**config.mk**
```make
export PLATFORM = sky130hd
export DESIGN_NAME = reg_file_wb_arbiter_flat
export DESIGN_NICKNAME = d
export VERILOG_FILES = /design/src/rtl/reg_file_wb_arbiter_if.sv /design/src/rtl/reg_file_wb_arbiter.sv /design/src/flat_wrapper.sv
export SDC_FILE = /design/constraint.sdc
export NUM_CORES = 1
export LEC_CHECK = 0
export CAP_MARGIN = 0
export CELL_PAD_IN_SITES_DETAIL_PLACEMENT = 0
export CELL_PAD_IN_SITES_GLOBAL_PLACEMENT = 1
export CORE_MARGIN = 8
export CORE_UTILIZATION = 42
export CTS_BUF_LIST = sky130_fd_sc_hd__clkbuf_8
export DETAILED_ROUTE_END_ITERATION = 8
export PLACE_DENSITY = 0.91
export SYNTH_ARGS = -nofsm -noshare
export SYNTH_HDL_FRONTEND = slang
export SYNTH_SLANG_ARGS = --single-unit
```
**constraint.sdc**
```tcl
create_clock -name w_clock -period 5.3 [get_ports w_clock]
set_clock_uncertainty 0.1 [all_clocks]
set_input_delay 0.53 -clock w_clock [delete_from_list [all_inputs] [get_ports w_clock]]
set_output_delay 0.53 -clock w_clock [all_outputs]
set_load 0.01 [all_outputs]
```
**src/rtl/reg_file_wb_arbiter_if.sv**
```systemverilog
// Writeback-side bundle for the register-file write-port arbiter: ALU and
// load request channels, hazard queries, and the register-file write port.
interface reg_file_wb_arbiter_if #(
   parameter int DATA_W = 32,
   parameter int ADDR_W = 5
);
   logic              w_alu_valid;
   logic [ADDR_W-1:0] w_alu_addr;
   logic [DATA_W-1:0] w_alu_data;
   logic              w_alu_ready;
   logic              w_load_valid;
   logic [ADDR_W-1:0] w_load_addr;
   logic [DATA_W-1:0] w_load_data;
   logic              w_load_ready;
   logic [ADDR_W-1:0] w_query_addr_a;
   logic [ADDR_W-1:0] w_query_addr_b;
   logic              w_pending_a;
   logic              w_pending_b;
   logic              w_en_out;
   logic [ADDR_W-1:0] w_waddr_out;
   logic [DATA_W-1:0] w_wdata_out;

   modport slave (
      input  w_alu_valid, w_alu_addr, w_alu_data,
      input  w_load_valid, w_load_addr, w_load_data,
      input  w_query_addr_a, w_query_addr_b,
      output w_alu_ready, w_load_ready, w_pending_a, w_pending_b,
      output w_en_out, w_waddr_out, w_wdata_out
   );

   modport master (
      output w_alu_valid, w_alu_addr, w_alu_data,
      output w_load_valid, w_load_addr, w_load_data,
      output w_query_addr_a, w_query_addr_b,
      input  w_alu_ready, w_load_ready, w_pending_a, w_pending_b,
      input  w_en_out, w_waddr_out, w_wdata_out
   );
endinterface

```
**src/rtl/reg_file_wb_arbiter.sv**
```systemverilog
// Arbitrates the single register-file write port between load returns (priority)
// and ALU writebacks (queued in a small FIFO, protected by a starvation counter).
module reg_file_wb_arbiter #(
   parameter int DATA_W       = 32,
   parameter int ADDR_W       = 5,
   parameter int DEPTH        = 2,
   parameter int STARVE_LIMIT = 3
) (
   input logic                  w_clock,
   input logic                  w_reset_n,
   reg_file_wb_arbiter_if.slave wb
);
   localparam int PTR_W = $clog2(DEPTH);
   localparam int CNT_W = PTR_W + 1;
   localparam int ST_W  = $clog2(STARVE_LIMIT + 1);

   logic [ADDR_W-1:0] mem_addr [DEPTH];
   logic [DATA_W-1:0] mem_data [DEPTH];

   logic [CNT_W-1:0]  count_reg, count_next;
   logic [PTR_W-1:0]  rd_ptr_reg, wr_ptr_reg;
   logic [ST_W-1:0]   starve_reg, starve_next;
   logic              en_reg;
   logic [ADDR_W-1:0] waddr_reg;
   logic [DATA_W-1:0] wdata_reg;

   logic              fifo_nonempty;
   logic              alu_ready, alu_acc_nz, alu_cand, force_alu, load_ready;
   logic              grant_load, grant_alu, bypass, push, pop;
   logic [ADDR_W-1:0] alu_sel_addr;
   logic [DATA_W-1:0] alu_sel_data;
   logic [DEPTH-1:0]  match_a, match_b;

   assign fifo_nonempty = (count_reg != '0);
   assign alu_ready     = (count_reg < CNT_W'(DEPTH)) & w_reset_n;
   assign alu_acc_nz    = wb.w_alu_valid & alu_ready & (wb.w_alu_addr != '0);
   assign alu_cand      = fifo_nonempty | alu_acc_nz;
   assign force_alu     = (starve_reg == ST_W'(STARVE_LIMIT)) & alu_cand;
   assign load_ready    = ~force_alu & w_reset_n;

   // Address-0 loads are accepted through load_ready but never win the port.
   assign grant_load = load_ready & wb.w_load_valid & (wb.w_load_addr != '0);
   assign grant_alu  = w_reset_n & alu_cand & ~grant_load;
   assign bypass     = grant_alu & ~fifo_nonempty;
   assign push       = alu_acc_nz & ~bypass;
   assign pop        = grant_alu & fifo_nonempty;

   assign alu_sel_addr = fifo_nonempty ? mem_addr[rd_ptr_reg] : wb.w_alu_addr;
   assign alu_sel_data = fifo_nonempty ? mem_data[rd_ptr_reg] : wb.w_alu_data;

   always_comb begin
      count_next = count_reg;
      if (push && !pop) begin
         count_next = count_reg + CNT_W'(1);
      end else if (pop && !push) begin
         count_next = count_reg - CNT_W'(1);
      end
   end

   always_comb begin
      starve_next = starve_reg;
      if (!alu_cand || grant_alu) begin
         starve_next = '0;
      end else if (grant_load && starve_reg != ST_W'(STARVE_LIMIT)) begin
         starve_next = starve_reg + ST_W'(1);
      end
   end

   // An entry is live when its distance from the read pointer is below count.
   for (genvar gi = 0; gi < DEPTH; gi++) begin : g_match
      logic [PTR_W-1:0] offset;
      logic             live;
      assign offset      = PTR_W'(gi) - rd_ptr_reg;
      assign live        = ({1'b0, offset} < count_reg);
      assign match_a[gi] = live & (mem_addr[gi] == wb.w_query_addr_a);
      assign match_b[gi] = live & (mem_addr[gi] == wb.w_query_addr_b);
   end

   assign wb.w_pending_a = (wb.w_query_addr_a != '0) &
                           ((|match_a) | (en_reg & (waddr_reg == wb.w_query_addr_a)));
   assign wb.w_pending_b = (wb.w_query_addr_b != '0) &
                           ((|match_b) | (en_reg & (waddr_reg == wb.w_query_addr_b)));

   always_ff @(posedge w_clock) begin
      if (push) begin
         mem_addr[wr_ptr_reg] <= wb.w_alu_addr;
         mem_data[wr_ptr_reg] <= wb.w_alu_data;
      end
   end

   always_ff @(posedge w_clock) begin
      if (!w_reset_n) begin
         count_reg  <= '0;
         rd_ptr_reg <= '0;
         wr_ptr_reg <= '0;
         starve_reg <= '0;
         en_reg     <= 1'b0;
         waddr_reg  <= '0;
         wdata_reg  <= '0;
      end else begin
         count_reg  <= count_next;
         starve_reg <= starve_next;
         if (push) begin
            wr_ptr_reg <= wr_ptr_reg + PTR_W'(1);
         end
         if (pop) begin
            rd_ptr_reg <= rd_ptr_reg + PTR_W'(1);
         end
         en_reg <= grant_alu | grant_load;
         if (grant_load) begin
            waddr_reg <= wb.w_load_addr;
            wdata_reg <= wb.w_load_data;
         end else if (grant_alu) begin
            waddr_reg <= alu_sel_addr;
            wdata_reg <= alu_sel_data;
         end
      end
   end

   assign wb.w_alu_ready  = alu_ready;
   assign wb.w_load_ready = load_ready;
   assign wb.w_en_out     = en_reg;
   assign wb.w_waddr_out  = waddr_reg;
   assign wb.w_wdata_out  = wdata_reg;
endmodule

```
**src/flat_wrapper.sv**
```systemverilog
// flat-port wrapper written by rule: the top's interface ports become plain ports
module reg_file_wb_arbiter_flat 
#(
   parameter int DATA_W       = 32,
   parameter int ADDR_W       = 5,
   parameter int DEPTH        = 2,
   parameter int STARVE_LIMIT = 3
)
  (w_clock, w_reset_n, wb_w_alu_valid, wb_w_alu_addr, wb_w_alu_data, wb_w_load_valid, wb_w_load_addr, wb_w_load_data, wb_w_query_addr_a, wb_w_query_addr_b, wb_w_alu_ready, wb_w_load_ready, wb_w_pending_a, wb_w_pending_b, wb_w_en_out, wb_w_waddr_out, wb_w_wdata_out);
  reg_file_wb_arbiter_if #(.DATA_W(DATA_W), .ADDR_W(ADDR_W)) wb_i ();
  input logic w_clock;
  input logic w_reset_n;
  input wire logic [$bits(wb_i.w_alu_valid)-1:0] wb_w_alu_valid;
  input wire logic [$bits(wb_i.w_alu_addr)-1:0] wb_w_alu_addr;
  input wire logic [$bits(wb_i.w_alu_data)-1:0] wb_w_alu_data;
  input wire logic [$bits(wb_i.w_load_valid)-1:0] wb_w_load_valid;
  input wire logic [$bits(wb_i.w_load_addr)-1:0] wb_w_load_addr;
  input wire logic [$bits(wb_i.w_load_data)-1:0] wb_w_load_data;
  input wire logic [$bits(wb_i.w_query_addr_a)-1:0] wb_w_query_addr_a;
  input wire logic [$bits(wb_i.w_query_addr_b)-1:0] wb_w_query_addr_b;
  output wire logic [$bits(wb_i.w_alu_ready)-1:0] wb_w_alu_ready;
  output wire logic [$bits(wb_i.w_load_ready)-1:0] wb_w_load_ready;
  output wire logic [$bits(wb_i.w_pending_a)-1:0] wb_w_pending_a;
  output wire logic [$bits(wb_i.w_pending_b)-1:0] wb_w_pending_b;
  output wire logic [$bits(wb_i.w_en_out)-1:0] wb_w_en_out;
  output wire logic [$bits(wb_i.w_waddr_out)-1:0] wb_w_waddr_out;
  output wire logic [$bits(wb_i.w_wdata_out)-1:0] wb_w_wdata_out;
  assign wb_i.w_alu_valid = wb_w_alu_valid;
  assign wb_i.w_alu_addr = wb_w_alu_addr;
  assign wb_i.w_alu_data = wb_w_alu_data;
  assign wb_i.w_load_valid = wb_w_load_valid;
  assign wb_i.w_load_addr = wb_w_load_addr;
  assign wb_i.w_load_data = wb_w_load_data;
  assign wb_i.w_query_addr_a = wb_w_query_addr_a;
  assign wb_i.w_query_addr_b = wb_w_query_addr_b;
  assign wb_w_alu_ready = wb_i.w_alu_ready;
  assign wb_w_load_ready = wb_i.w_load_ready;
  assign wb_w_pending_a = wb_i.w_pending_a;
  assign wb_w_pending_b = wb_i.w_pending_b;
  assign wb_w_en_out = wb_i.w_en_out;
  assign wb_w_waddr_out = wb_i.w_waddr_out;
  assign wb_w_wdata_out = wb_i.w_wdata_out;
  reg_file_wb_arbiter #(.DATA_W(DATA_W), .ADDR_W(ADDR_W), .DEPTH(DEPTH), .STARVE_LIMIT(STARVE_LIMIT)) u_core (.w_clock(w_clock), .w_reset_n(w_reset_n), .wb(wb_i));
endmodule
```
==> flow_summary.yaml <==
worst_setup_path:
  cp-start-kind: "input port"
  worst-path-buf-inv: 2
  r2r_setup_slack_ns: 2.34
  end_kind: "output port"
  cp_top_family: "buffers and inverters"
  worstSetupPathType: "in -> out"
  crit_path_frequent_cell: "clkdlybuf4s50_1"
  path_max_fanout: 4
  arrival_ns: 2.72
  slowest_stage: "clkdlybuf4s50_1"
  critPathRequiredTime_ns: 4.67
  cpPeakStageDelay_ns: 0.55
  crit_chain: "clkdlybuf4s50_1 -> xor2_1 -> or4_1 -> nor3_1 -> a31oi_1 -> a21oi_1 -> clkdlybuf4s50_1"
synth:
  synth-seq-cells: 119
  yosysTopAreaCellShare: 0.422
  synth_commonest_cells: "edfxtp_1 (74), a22oi_1 (56), dfxtp_1 (45)"
  postSynth.asyncResetShare: 0
  yosysSeqAreaShare: 0.593
  netlist_area_sq_um: 5260
  yosysTopAreaCell: "edfxtp_1"
  syn-mean-instance-area_sq_um: 13.2
  ys_top_cells_by_area: "edfxtp_1 (42%), dfxtp_1 (17%), a22oi_1 (8.0%)"
  synth_flop_cell: "edfxtp_1"
  synthesis.nets: 490
  yosysUniqueCellTypes: 45
  synth-edff-count: 74
  ys_warn_count: 0
  synth_most_common_cell: "edfxtp_1"
  syn_inst: 400
route:
  vias_per_cell: 5.34
  vias: 3789
  drc: 0
  drt_wl_total_um: 13100
  firstDrtPassIters: 6
  ant_nets: 0
  drt-initial-drc-count: 279
  wl_per_cell_um: 18.5
power_and_ir_drop:
  p_sw_frac: 0.254
  total_power_uw: 2430
  cellPowerDensity_nw_per_um2: 344
  p_sw_uw: 619
  leakagePower_uw: 0.00239
  power_frac_clock: 0.347
  p_comb_frac: 0.189
  pwr-share-seq: 0.463
  internal-power_uw: 1810
  ir_worst_vdd_mv: 0.198
sta:
  tightestPinTransition_ns: 1.19
  setup_tns_ns: 0
  setup_ws_ns: 1.95
  fmax_mhz: 299
  fin_crit_sh: 0.631
  final_hold_viol_count: 0
  slew_headroom: 0.202
  rsz0062_at_grt: "false"
  setup_viol: 0
  min_period_ns: 3.35
  slew_viol_final: 0
clocking:
  post_cts_buffers: 0
  cts_tree: "done"
  cts_inserted_buffers: 17
  cts-hold-fix-buffers: 0
  clock-sinks: 119
  cts-htree-levels: 4
  clkLatencyLatePin_ns: 0.43
  cts_root_buffer: "clkbuf_8"
  cts_resized: 0
  clkTransAtPathRegs_ns: 0.06
  clockBufferDepth: 2
cells_and_area:
  nNetsFinal: 615
  largest_register: "u_core.mem_data"
  finalCoreUtilization: 0.571
  num-fill-cells: 1026
  syn_to_final_growth_pct: 34.6
  n_antenna_cell: 0
  layout-drive-gt1-share: 0.139
  largest_reg_flops: 64
floorplan:
  die_h_um: 128
  dieArea_sq_um: 16400
  row_count: 41
  die_x_um: 128
  start_util: 0.424
  core_area_sq_um: 12400
  pin_count: 130
global_route:
  antenna_found_initial: 0
  grt_pass1_wl_um: 20600
  grt_pass1_vias: 3956
  grt_max_degree: 39
  grt_usage: 0.163
  grt_overflow: 0
placed_design:
  port_buffers: 129
  gp_congestion: 0.858
  dp_hpwl_um: 9090
  post-place-ws_ns: 1.86
hold_path:
  worst_hold_path_type: "reg -> reg"
run_status:
  status: "finished clean"
run:
  maxCapViolCount: 0
## layout make-up
type	instances	area [sq um]	area share
clock buffers	21	289	0.0408
well taps	172	215	0.0304
inverters	4	15.0	0.00212
clock inverters	11	131	0.0185
flip-flops and latches	119	3120	0.441
repair buffers	132	1310	0.185
multi-input cells	251	2000	0.282
## power by group through the flow
stage | sequential, uW | combinational, uW | clock [uW]
floorplan | 1130 | 260 | 0
global placement | 1140 | 452 | 0
detailed placement | 1150 | 463 | 0
CTS | 1130 | 465 | 858
global route | 1140 | 501 | 896
finish | 1130 | 461 | 845
## through the flow
stage | hold slack [ns] | instances | cell area, sq um
floorplan | 0.306 | 400 | 5260
global placement | 0.314 | 678 | 6660
detailed placement | 0.321 | 678 | 6660
CTS | 0.333 | 710 | 7080
global route | 0.355 | 710 | 7080
finish | 0.336 | 710 | 7080
## kinds of logic (layout without fill, tap and decap cells)
kind of cell	after synthesis	count (layout)	share of synthesized area
xor+xnor	33	33	0.0549
fa+ha+maj	2	2	0.00475
mux	43	43	0.0892
flops	119	119	0.593
compound gates	121	121	0.166
simple gates	52	52	0.0575
buf+inv	30	168	0.0342
## path summary, 6_finish.rpt
kind / start / end / cells past startpoint
setup / recovery: wb_w_query_addr_a[4] / wb_w_pending_a / 7
setup reg to reg: u_core.count_reg[0] / u_core.wb.w_wdata_out[4] / 5
hold reg to reg: u_core.starve_reg[0] / u_core.starve_reg[0] / 1
hold / removal: u_core.starve_reg[0] / u_core.starve_reg[0] / 1
## routing by layer
| metal | GRT usage | vias to the layer above | routed length [um] |
|---|---|---|---|
| li1 | - | 1796 | - |
| met1 | 0.183 | 1862 | 5540 |
| met2 | 0.282 | 115 | 6620 |
| met3 | 0.0537 | 16 | 757 |
| met4 | 0.0587 | 0 | 182 |
| met5 | 0 | - | 0 |
## worst register-to-register path: stages (launching register included)
cell,delay (ns)
dfxtp_1,0.44
nor2_2,0.59
a31oi_2,0.29
a21oi_4,0.99
mux2i_1,0.29
o21ai_0,0.10
## cells in the final DEF (no fill, tap or decap), types with 2 or more instances in the layout
cell             instances
a21oi_1                  5
mux2_2                  31
a222oi_1                 3
edfxtp_1                74
a31oi_1                  2
xnor2_1                 10
mux2i_1                 12
buf_4                    3
a21boi_0                 3
nor2_1                   4
bufinv_16                3
and2_1                   4
nand3_1                  2
a21boi_1                31
nor4_1                   6
a22oi_1                 56
dfxtp_1                 44
o21ai_0                 13
or4_1                    3
clkdlybuf4s50_1        129
ha_1                     2
clkinv_2                 3
nor2_4                   2
nand2_1                 16
clkinvlp_4               2
clkbuf_8                21
xor2_1                  23
inv_1                    7
nor3_1                   3
Note: power is estimated with default switching activity, not from simulation.
